`config.mk`:
```
export PLATFORM = sky130hd
export DESIGN_NAME = mux2_rr_ctrl
export DESIGN_NICKNAME = d
export VERILOG_FILES = /design/src/rtl/mux2_rr_ctrl_pkg.sv /design/src/rtl/mux2_rr_ctrl_rr_arb2.sv /design/src/rtl/mux2_rr_ctrl.sv
export SDC_FILE = /design/constraint.sdc
export NUM_CORES = 1
export LEC_CHECK = 0
export ABC_AREA = 1
export BUFFER_PORTS_ARGS = -buffer_cell sky130_fd_sc_hd__buf_2
export CAP_MARGIN = 15
export CORE_MARGIN = 4
export CORE_UTILIZATION = 45
export DETAILED_ROUTE_END_ITERATION = 12
export PLACE_DENSITY = 0.76
export SYNTH_ARGS = -nofsm -noshare
export SYNTH_HDL_FRONTEND = slang
export SYNTH_HIERARCHICAL = 1
export SYNTH_SLANG_ARGS = --single-unit
```
`constraint.sdc`:
```
create_clock -name clk -period 1.3 [get_ports clk]
set_input_delay 0.065 -clock clk [delete_from_list [all_inputs] [get_ports clk]]
set_output_delay 0.065 -clock clk [all_outputs]
set_load 0.01 [all_outputs]
```
`src/rtl/mux2_rr_ctrl_pkg.sv`:
```
// Shared definitions for the mux2_rr_ctrl block: FSM encodings, select
// constants and default sizes.
package mux2_rr_ctrl_pkg;

  typedef enum logic [1:0] {
    IDLE  = 2'd0,
    DRIVE = 2'd1,
    HOLD  = 2'd2
  } state_t;

  localparam logic SEL_A = 1'b0;
  localparam logic SEL_B = 1'b1;

  localparam int WIDTH_DEF = 4;
  localparam int CNT_W     = 8;

endpackage

```
`src/rtl/mux2_rr_ctrl_rr_arb2.sv`:
```
// Two-requester round-robin arbiter. req[0] is source A, req[1] is source B.
// On a tie the source that was not granted last wins.
module rr_arb2
  import mux2_rr_ctrl_pkg::*;
(
  input  logic [1:0] req,
  input  logic       last,
  output logic [1:0] gnt
);

  always_comb begin
    gnt = 2'b00;
    case (req)
      2'b01:   gnt = 2'b01;
      2'b10:   gnt = 2'b10;
      2'b11:   gnt = (last == SEL_A) ? 2'b10 : 2'b01;
      default: gnt = 2'b00;
    endcase
  end

endmodule

```
`src/rtl/mux2_rr_ctrl.sv`:
```
// Round-robin controller around an external 2:1 mux with active-low enable.
// Optional per-source grant counters when MUX2_RR_CTRL_GRANT_CNT_EN is defined.
//
// state | meaning
// IDLE  | arbitrate sources, load granted word into mux_a/mux_b
// DRIVE | mux enabled for one cycle, mux_y captured and compared at the edge
// HOLD  | captured word offered downstream until out_ready
module mux2_rr_ctrl
  import mux2_rr_ctrl_pkg::*;
#(
  parameter int WIDTH = WIDTH_DEF
) (
  input  logic             clk,
  input  logic             rst,
  input  logic             a_valid,
  input  logic [WIDTH-1:0] a_data,
  output logic             a_ready,
  input  logic             b_valid,
  input  logic [WIDTH-1:0] b_data,
  output logic             b_ready,
  output logic [WIDTH-1:0] mux_a,
  output logic [WIDTH-1:0] mux_b,
  output logic             mux_sel,
  output logic             mux_en_n,
  input  logic [WIDTH-1:0] mux_y,
  output logic             out_valid,
  output logic [WIDTH-1:0] out_data,
  input  logic             out_ready,
`ifdef MUX2_RR_CTRL_GRANT_CNT_EN
  output logic [CNT_W-1:0] cnt_a,
  output logic [CNT_W-1:0] cnt_b,
`endif
  output logic             err
);

  state_t     state, state_nxt;
  logic       last;
  logic [1:0] gnt;

  rr_arb2 u_arb (
    .req  ({b_valid, a_valid}),
    .last (last),
    .gnt  (gnt)
  );

  always_ff @(posedge clk) begin
    if (rst) state <= IDLE;
    else     state <= state_nxt;
  end

  always_comb begin
    state_nxt = state;
    case (state)
      IDLE:    if (a_ready || b_ready) state_nxt = DRIVE;
      DRIVE:   state_nxt = HOLD;
      HOLD:    if (out_valid && out_ready) state_nxt = IDLE;
      default: state_nxt = IDLE;
    endcase
  end

  // Ready is gated by rst so no word is accepted while the block is held in reset.
  always_comb begin
    a_ready  = (state == IDLE) && !rst && gnt[0];
    b_ready  = (state == IDLE) && !rst && gnt[1];
    mux_en_n = (state != DRIVE);
  end

  always_ff @(posedge clk) begin
    if (rst) begin
      mux_a     <= '0;
      mux_b     <= '0;
      mux_sel   <= SEL_A;
      last      <= SEL_B;
      out_data  <= '0;
      out_valid <= 1'b0;
      err       <= 1'b0;
    end else begin
      case (state)
        IDLE: begin
          if (a_ready) begin
            mux_a   <= a_data;
            mux_sel <= SEL_A;
            last    <= SEL_A;
          end else if (b_ready) begin
            mux_b   <= b_data;
            mux_sel <= SEL_B;
            last    <= SEL_B;
          end
        end
        DRIVE: begin
          out_data  <= mux_y;
          out_valid <= 1'b1;
          if (mux_y != ((mux_sel == SEL_B) ? mux_b : mux_a)) err <= 1'b1;
        end
        HOLD: begin
          if (out_ready) out_valid <= 1'b0;
        end
        default: ;
      endcase
    end
  end

`ifdef MUX2_RR_CTRL_GRANT_CNT_EN
  always_ff @(posedge clk) begin
    if (rst) begin
      cnt_a <= '0;
      cnt_b <= '0;
    end else begin
      if (a_ready && (cnt_a != {CNT_W{1'b1}})) cnt_a <= cnt_a + 1'b1;
      if (b_ready && (cnt_b != {CNT_W{1'b1}})) cnt_b <= cnt_b + 1'b1;
    end
  end
`endif

endmodule

```
==> results of run 1 <==
-- synth_stat cells (all sizes together) --
| master | count |
|---|---|
| o21ai | 13 |
| nand2 | 33 |
| nand3 | 8 |
| nor2 | 11 |
| buf | 1 |
| dfxtp | 18 |
| clkinv | 1 |
| inv | 18 |
| a21oi | 14 |
-- flip-flops by register name (all words and copies together) (netlist names) --
register	cells
mux_sel	1
err	1
state	2
mux_a	4
out_data	4
mux_b	4
last	1
out_valid	1
-- worst register-to-register path: cells and delay by family (launching register included) --
| family | cells | cell delay, ns |
|---|---|---|
| simple gates | 4 | 0.43 |
| buf+inv | 1 | 0.14 |
| flops | 1 | 0.34 |
| compound gates | 2 | 0.18 |
-- report_power, final --
part | switching [uW] | internal [uW]
Clock | 167 | 108
Sequential | 32.5 | 606
Combinational | 183 | 135
-- layout make-up --
class / count / share of cell area, %
multi-input combinational: 79 / 33.15
sequential: 18 / 32.25
timing repair buffer: 44 / 23.21
inverter: 19 / 6.585
tap: 25 / 2.790
clock buffer: 3 / 2.009
-- routing by layer --
metal	GRT usage [%]	share of wire, %
met5	0	0
met2	30.00	49
met4	7.623	1.8
met3	4.154	6.8
met1	19.08	43
-- cells by family after synthesis --
group                  after synthesis
buffers and inverters               20
AND/OR/NAND/NOR                     52
flip-flops                          18
AO/OA/AOI/OAI                       27
-- timing repair --
action | in CTS | in global routing
endpoints found under the hold margin | 4 | 0
pin swaps | 2 | 1
resized for setup | 1 | 1
setup endpoints to repair | 2 | 2
hold buffers | 6 | 0
setup buffers | 2 | 1
-- worst max path at each step --
stage                     endpoint  slack, ns     start
final                      b_ready       0.12  state[0]
after floorplan                err       0.19   mux_sel
after global placement         err       0.14   mux_sel
after detailed placement       err        0.1   mux_sel
after global routing          last       0.04      last
after CTS                  a_ready      0.001  state[0]
-- stage by stage --
stage                     setup WS, ns  total power [uW]
after floorplan                 0.1863             830.8
after global placement          0.1430             936.8
after detailed placement       0.09593             945.0
after CTS                     0.001263              1241
after global routing           0.03996              1306
final                           0.1175              1231
==> impl_metrics.json, run 1 <==
{
  "clock-skew-final_ns": 0.0006451,
  "power_density_nw_per_um2": 1098,
  "start_kind": "register",
  "drv_cap": 0,
  "required_ns": 1.24,
  "synth_top_family_by_area": "simple AND/OR/NAND/NOR gates",
  "gr-total-overflow": 0,
  "synth_simple_gate_area_share_pct": 28.70,
  "synthMuxAreaShare_pct": 0,
  "max_slew.worst_pin.slew_ns": 0.2014,
  "syn-num-nets": 134,
  "coreArea_um2": 1708,
  "synth_area_leaders": "dfxtp_1 44%, nand2_1 14%, a21oi_1 8.0%",
  "antenna_found_initial": 0,
  "grt_max_degree": 13,
  "nets": 182,
  "fill_cells": 168,
  "final_common_cell": "buf_2",
  "synth_fa_ha_area_share_pct": 0,
  "stdcell_count": 188,
  "fmax_mhz": 845.6,
  "dp.cells": 176,
  "r2r-end": "mux_b[3]",
  "cellLeakagePower_uw": 0.0005906,
  "yosys_warnings": 6,
  "num_vias": 878,
  "crit_cells": 4,
  "dieArea_um2": 2545,
  "synthesis.area_um2": 810.8,
  "avgSynthCellArea_um2": 6.930,
  "dp_hpwl_mm": 1.518,
  "wl_per_cell_um": 10.67,
  "cp_max_fo": 3,
  "drt_wl_total_mm": 2.006,
  "cts_buffers": 3,
  "numPortBuffers": 34,
  "end_kind": "output pin",
  "synth_top_area_share_pct": 44.44,
  "first_pass_iters": 6,
  "min_from": "b_data[0]",
  "holdPathEnd": "mux_b[0]",
  "worst-path-buf-inv": 1,
  "ir_drop_mv": 0.6721,
  "drt_iter0_drc": 23,
  "fp.dieW_um": 50.45,
  "grt_usage_pct": 16.99,
  "cts_sinks": 18,
  "remaining_drc_errors": 0,
  "cpPeakStageDelay_ns": 0.34,
  "critical_path_arrival_ns": 1.12,
  "status": "finished clean",
  "n_antenna_cell": 0,
  "hold_path_class": "in -> reg",
  "hold-path-cell-count": 3,
  "maxSlewViolCount": 0,
  "die_h_um": 50.45,
  "syn_inst": 117,
  "clockBufferDepth": 2,
  "setup_viol": 0,
  "slew_headroom_pct": 86.49,
  "gp_congestion": 0.7637,
  "rsz0062_at_grt": "false",
  "yosysUniqueCellTypes": 16,
  "final_cell_mix": "34 x buf_2, 30 x nand2_1, 17 x dfxtp_1, 15 x inv_1, 13 x a21oi_1",
  "fin_hold_ws_ns": 0.02861,
  "io_pins": 35,
  "period_needed_ns": 1.183,
  "utilization_pct": 65.64,
  "r2r_cells": 7,
  "post-route-period-util_pct": 90.96,
  "design_area_um2": 1121,
  "synth_top_area_cell": "dfxtp_1",
  "synth_compound_area_share_pct": 17.13,
  "place_area_um2": 1015,
  "hold_viol": 0,
  "viasPerCell": 4.670,
  "drtAntennaViolNets": 0,
  "r2r_start": "state[0]",
  "cp_top_family": "simple AND/OR/NAND/NOR gates",
  "criticalPathCategory": "reg -> out",
  "root_buffer": "clkbuf_4",
  "cts_max_level": 1,
  "path_clk_slew_ns": 0.10,
  "synth_xor_area_share_pct": 0,
  "drive_gt1_share_pct": 31.29,
  "cts_tree": "done",
  "slowest_stage": "dfxtp_1",
  "clk_latency_ns": 0.29,
  "row_count": 15,
  "cp_cell_sequence": "nor2_1 > nand2_2 > nor2_4 > buf_2",
  "grt_pass1_wl_mm": 3.318,
  "multi_input_area_um2": 371.6,
  "ys_seq_area_share_pct": 44.44,
  "seqCellArea_um2": 361.6,
  "grt_pass1_vias": 834,
  "area_growth_pct": 38.27,
  "setup-tns-final_ns": 0,
  "ff2ff_setup_slack_ns": 0.12,
  "synth-seq-cells": 18,
  "start_util_pct": 47.47
}
Power figures use the tool's default switching activity.
==> run 2: changes to the inputs <==
Settings changed: PLACE_DENSITY 0.76 to 0.77, SYNTH_HIERARCHICAL 1 to not set.
==> run 2 against run 1 <==
Compared with the run above:
- sequential power up 2%
- count of clock-buffer cells in the layout up 1
- synthesized cell count down 5.1%
- largest cell class is now sequential cells
- register-to-register slack better by 0.04 ns
==> impl_metrics.json, run 2 <==
{
  "status": "finished clean",
  "ys_seq_area_share_pct": 45.28,
  "clk_latency_ns": 0.30,
  "avgSynthCellArea_um2": 7.169,
  "yosysMostFrequentCell": "nand2_1",
  "gp_congestion": 0.7951,
  "final_cell_mix": "34 x buf_2, 25 x nand2_1, 17 x dfxtp_1, 13 x inv_1, 13 x o21ai_0",
  "final_common_cell": "buf_2",
  "top_regs": "mux_a (4), mux_b (4), out_data (4)",
  "post-route-period-util_pct": 94.55,
  "max_slew.worst_pin.slew_ns": 0.2361,
  "start_kind": "register",
  "wl_met3_um": 126,
  "cellLeakagePower_uw": 0.0005730,
  "antenna_found_initial": 0,
  "synth_top_area_share_pct": 45.28,
  "cts_sinks": 18,
  "start_util_pct": 49.92,
  "setup_viol": 0,
  "remaining_drc_errors": 0,
  "power_density_nw_per_um2": 1233,
  "synth_top_area_cell": "dfxtp_1",
  "cts_buffers": 3,
  "dp_hpwl_mm": 1.560,
  "synth-seq-cells": 18,
  "clockBufferDepth": 2,
  "power.total_uw": 1329,
  "row_count": 14,
  "period_needed_ns": 1.229,
  "yosys_warnings": 0,
  "path_clk_slew_ns": 0.11,
  "ir_drop_mv": 1.063,
  "io_pins": 35,
  "fp.dieW_um": 50.05,
  "syn_inst": 111,
  "die_h_um": 50.05,
  "nets": 172,
  "drt_iter0_drc": 11,
  "coreArea_um2": 1594,
  "critPathLaunch": "state[1]",
  "gr-total-overflow": 0,
  "clock-skew-final_ns": 0.008883,
  "min_from": "rst",
  "cp_max_fo": 5,
  "critical_path_arrival_ns": 1.16,
  "hold_viol": 0,
  "cts_tree": "done",
  "wl_per_cell_um": 11.47,
  "met1_length_um": 893,
  "grt_max_degree": 15,
  "slew_headroom_pct": 84.13,
  "top_layer": "met4",
  "yosysUniqueCellTypes": 18,
  "stdcell_count": 178,
  "viasPerCell": 4.888,
  "syn-num-nets": 128,
  "drv_cap": 0,
  "design_area_um2": 1079,
  "setup-tns-final_ns": 0,
  "root_buffer": "clkbuf_4",
  "grt_usage_pct": 17.60,
  "synth_commonest_cells": "25 x nand2_1, 18 x dfxtp_1, 14 x inv_1, 13 x o21ai_0",
  "numPortBuffers": 34,
  "area_growth_pct": 35.53,
  "maxSlewViolCount": 0,
  "num_vias": 870,
  "n_antenna_cell": 0,
  "synth_area_leaders": "dfxtp_1 45%, nand2_1 12%, o21ai_0 8.2%",
  "drtAntennaViolNets": 0,
  "criticalPathCategory": "reg -> out",
  "synthArstFlopShare_pct": 0,
  "yosys_most_used_dff": "dfxtp_1",
  "wl_met2_um": 998,
  "cts_max_level": 1,
  "hold_path_class": "in -> reg",
  "synth_enable_flop_cells": 0,
  "end_kind": "output pin",
  "rsz0062_at_grt": "false",
  "synthesis.area_um2": 795.8,
  "dp.cells": 169,
  "fmax_mhz": 813.6,
  "grt_pass1_wl_mm": 3.394,
  "drive_gt1_share_pct": 35.06,
  "dieArea_um2": 2505,
  "r2r_start": "state[1]",
  "drt_wl_total_mm": 2.041,
  "place_area_um2": 992.2,
  "first_pass_iters": 4,
  "required_ns": 1.24,
  "grt_pass1_vias": 826
}
[run 2: cell count changes after synthesis, sizes merged]
cell    change
o31ai       +1
a31oi       +1
nand2       -7
nand4       +1
o21ai       +1
clkbuf      +2
clkinv      -1
buf         -1
a21oi       -3
[run 2: final timing paths]
| check | depth (start not counted) | to | slack (ns) |
|---|---|---|---|
| max | 4 | a_ready | 0.07 |
| min | 2 | mux_sel | 0.01 |
| min reg2reg | 2 | err | 0.47 |
| max reg2reg | 6 | mux_a[3] | 0.16 |
[run 2: critical path: stages (launching register included)]
cell and delay (ns):
dfxtp_1 0.35, inv_1 0.10, nand3_2 0.10, nor2_4 0.17, buf_2 0.15
[run 2: cell type report]
cell class	instances	area (um2)
clock buffer	4	36.28
fill	139	515.5
inverter	18	67.56
multi-input combinational	73	352.8
sequential	18	361.6
tap	24	30.03
timing repair buffer	41	230.2
[run 2: metrics by stage]
stage                     worst slack [ns]  utilization (%)  hold slack [ns]
after floorplan                     0.1984                -           0.1274
after CTS                          0.03070            66.88          0.01464
after detailed placement            0.1348            62.24           0.2855
after global placement              0.1548            62.24           0.2808
final                              0.07087            67.66          0.01289
after global routing               0.01398            67.66          0.01490
[run 2: cell families (layout without fill, tap and decap cells)]
logic type | Yosys count | after routing | share of synthesized area [%]
flip-flops | 18 | 18 | 45.28
AND/OR/NAND/NOR | 46 | 46 | 25.94
buffers and inverters | 20 | 63 | 10.85
AO/OA/AOI/OAI | 27 | 27 | 17.92
[run 2: timing repair]
action                                  CTS  global route
hold buffers                              3             0
endpoints found under the hold margin     4             0
buffers inserted                          1             1
endpoints found under the setup margin    1             4
pin swaps                                 0             0
resized for setup                         0             3
[run 2: power breakdown]
group / total (uW) / switching [uW] / internal [uW]
Sequential: 652 / 40.3 / 612
Clock: 346 / 175 / 171
Combinational: 332 / 191 / 141
Total: 1330 / 406 / 923
[run 2: metal layers]
metal / GRT usage [%] / vias to the layer above
met5: 0 / -
li1: - / 448
met2: 30.87 / 26
met1: 20.87 / 394
met4: 5.530 / 0
met3: 3.916 / 2
==> run 3: changes to the inputs <==
Settings changed: CORE_UTILIZATION 45 to 36, PLACE_DENSITY 0.77 to not set.
==> run 3 against run 2 <==
Compared with the run above:
- non-clock buffer count increased by 1
- power about the same
- sequential power about the same
- count of clock-buffer cells in the layout did not move
- critical path type unchanged
- critical endpoint unchanged
- largest cell class unchanged
==> impl_metrics.json, run 3 (synthesis gave the netlist of run 2 again) <==
{
  "power_density_nw_per_um2": 1222,
  "fill_cells": 211,
  "antenna_found_initial": 0,
  "wl_met3_um": 165,
  "final_cell_mix": "34 x buf_2, 25 x nand2_1, 17 x dfxtp_1, 13 x inv_1, 13 x o21ai_0",
  "nets": 173,
  "dp_slack_ns": 0.1352,
  "grt_max_degree": 12,
  "gp_congestion": 0.7148,
  "wl_per_cell_um": 11.27,
  "path_clk_slew_ns": 0.10,
  "dp_hpwl_mm": 1.574,
  "r2r_cells": 5,
  "ff2ff_setup_slack_ns": 0.17,
  "status": "finished clean",
  "remaining_drc_errors": 0,
  "rsz0062_at_grt": "false",
  "final_common_cell": "buf_2",
  "drtAntennaViolNets": 0,
  "cts_max_level": 1,
  "hold_path_class": "in -> reg",
  "viasPerCell": 4.648,
  "cts_sinks": 18,
  "clockBufferDepth": 2,
  "period_needed_ns": 1.225,
  "critPathLaunch": "state[1]",
  "first_pass_iters": 4,
  "row_count": 16,
  "drt_wl_total_mm": 2.051,
  "slew_headroom_pct": 85.25,
  "grt_usage_pct": 15.54,
  "met1_length_um": 972,
  "cp_max_fo": 5,
  "die_h_um": 55.02,
  "clk_latency_ns": 0.29,
  "end_kind": "output pin",
  "area_growth_pct": 36.79,
  "critical_path_arrival_ns": 1.16,
  "n_antenna_cell": 0,
  "finalWorstSetupSlack_ns": 0.07460,
  "setup-tns-final_ns": 0,
  "power.total_uw": 1330,
  "fin_hold_ws_ns": 0.01062,
  "required_ns": 1.24,
  "gr-total-overflow": 0,
  "start_util_pct": 39.36,
  "clock-skew-final_ns": 0.0005203,
  "drive_gt1_share_pct": 34.19,
  "io_pins": 35,
  "design_area_um2": 1089,
  "drv_cap": 0,
  "maxSlewViolCount": 0,
  "coreArea_um2": 2022,
  "fp.dieW_um": 55.02,
  "hold_viol": 0,
  "max_slew.worst_pin.slew_ns": 0.2197,
  "cts_buffers": 3,
  "top_regs": "mux_a (4), mux_b (4), out_data (4)",
  "r2r_start": "last",
  "drt_iter0_drc": 8,
  "critPathCapture": "a_ready",
  "top_layer": "met4",
  "r2r-end": "mux_b[1]",
  "num_vias": 846,
  "cts_tree": "done",
  "place_area_um2": 996.0,
  "fmax_mhz": 816.1,
  "start_kind": "register",
  "wl_met2_um": 890,
  "numPortBuffers": 34,
  "root_buffer": "clkbuf_4",
  "cellLeakagePower_uw": 0.0005771,
  "criticalPathCategory": "reg -> out",
  "grt_pass1_wl_mm": 3.215,
  "dieArea_um2": 3027,
  "grt_pass1_vias": 723,
  "ir_drop_mv": 0.7307,
  "post-route-period-util_pct": 94.26,
  "setup_viol": 0
}
## run 3: changes by cell type in the layout (fill, tap and decap cells not counted), sizes merged
cell         previous run  this run
dlygate4sd3             3         4
## run 3: worst max-delay path: stages (launching register included)
cell and delay, ns:
dfxtp_1 0.35, inv_1 0.11, nand3_2 0.10, nor2_4 0.16, buf_2 0.15
## run 3: repair_timing
action / in CTS / in global routing
endpoints found under the hold margin: 3 / 0
resized for setup: 0 / 2
hold buffers: 4 / 0
endpoints found under the setup margin: 1 / 3
buffers inserted: 1 / 1
pin swaps: 0 / 0
## run 3: layout make-up
cell class | instances | area, um2 | area share, %
Timing Repair Buffer | 42 | 240.2 | 22.07
Inverter | 18 | 67.56 | 6.207
Clock buffer | 4 | 36.28 | 3.333
Multi-Input combinational cell | 73 | 349.1 | 32.07
Tap cell | 27 | 33.78 | 3.103
Sequential cell | 18 | 361.6 | 33.22
## run 3: routing by layer
metal / track usage, % / vias to the layer above
met5: 0 / -
met4: 7.287 / 0
met3: 3.217 / 4
met2: 24.02 / 32
met1: 20.55 / 365
li1: - / 445
## run 3: per-stage QoR
stage          util, %  cells
3_5_place_dp     49.26    172
5_1_grt          53.84    182
4_1_cts          53.40    181
2_1_floorplan        -    111
6_report         53.84    182
3_3_place_gp     49.26    172
## run 3: power by group
part | internal (uW) | switching, uW
clock network | 171 | 179
registers | 612 | 40.5
logic | 142 | 187
total | 924 | 406
## run 3: worst min-delay path by stage
stage / startpoint / end / slack (ns) / cells after the start
6_report: rst / mux_sel / 0.01 / 2
5_1_grt: rst / mux_sel / 0.02 / 2
4_1_cts: b_data[0] / mux_b[0] / 0.002 / 3
3_5_place_dp: out_ready / out_valid / 0.28 / 2
3_3_place_gp: out_ready / out_valid / 0.28 / 2
2_1_floorplan: rst / err / 0.13 / 1
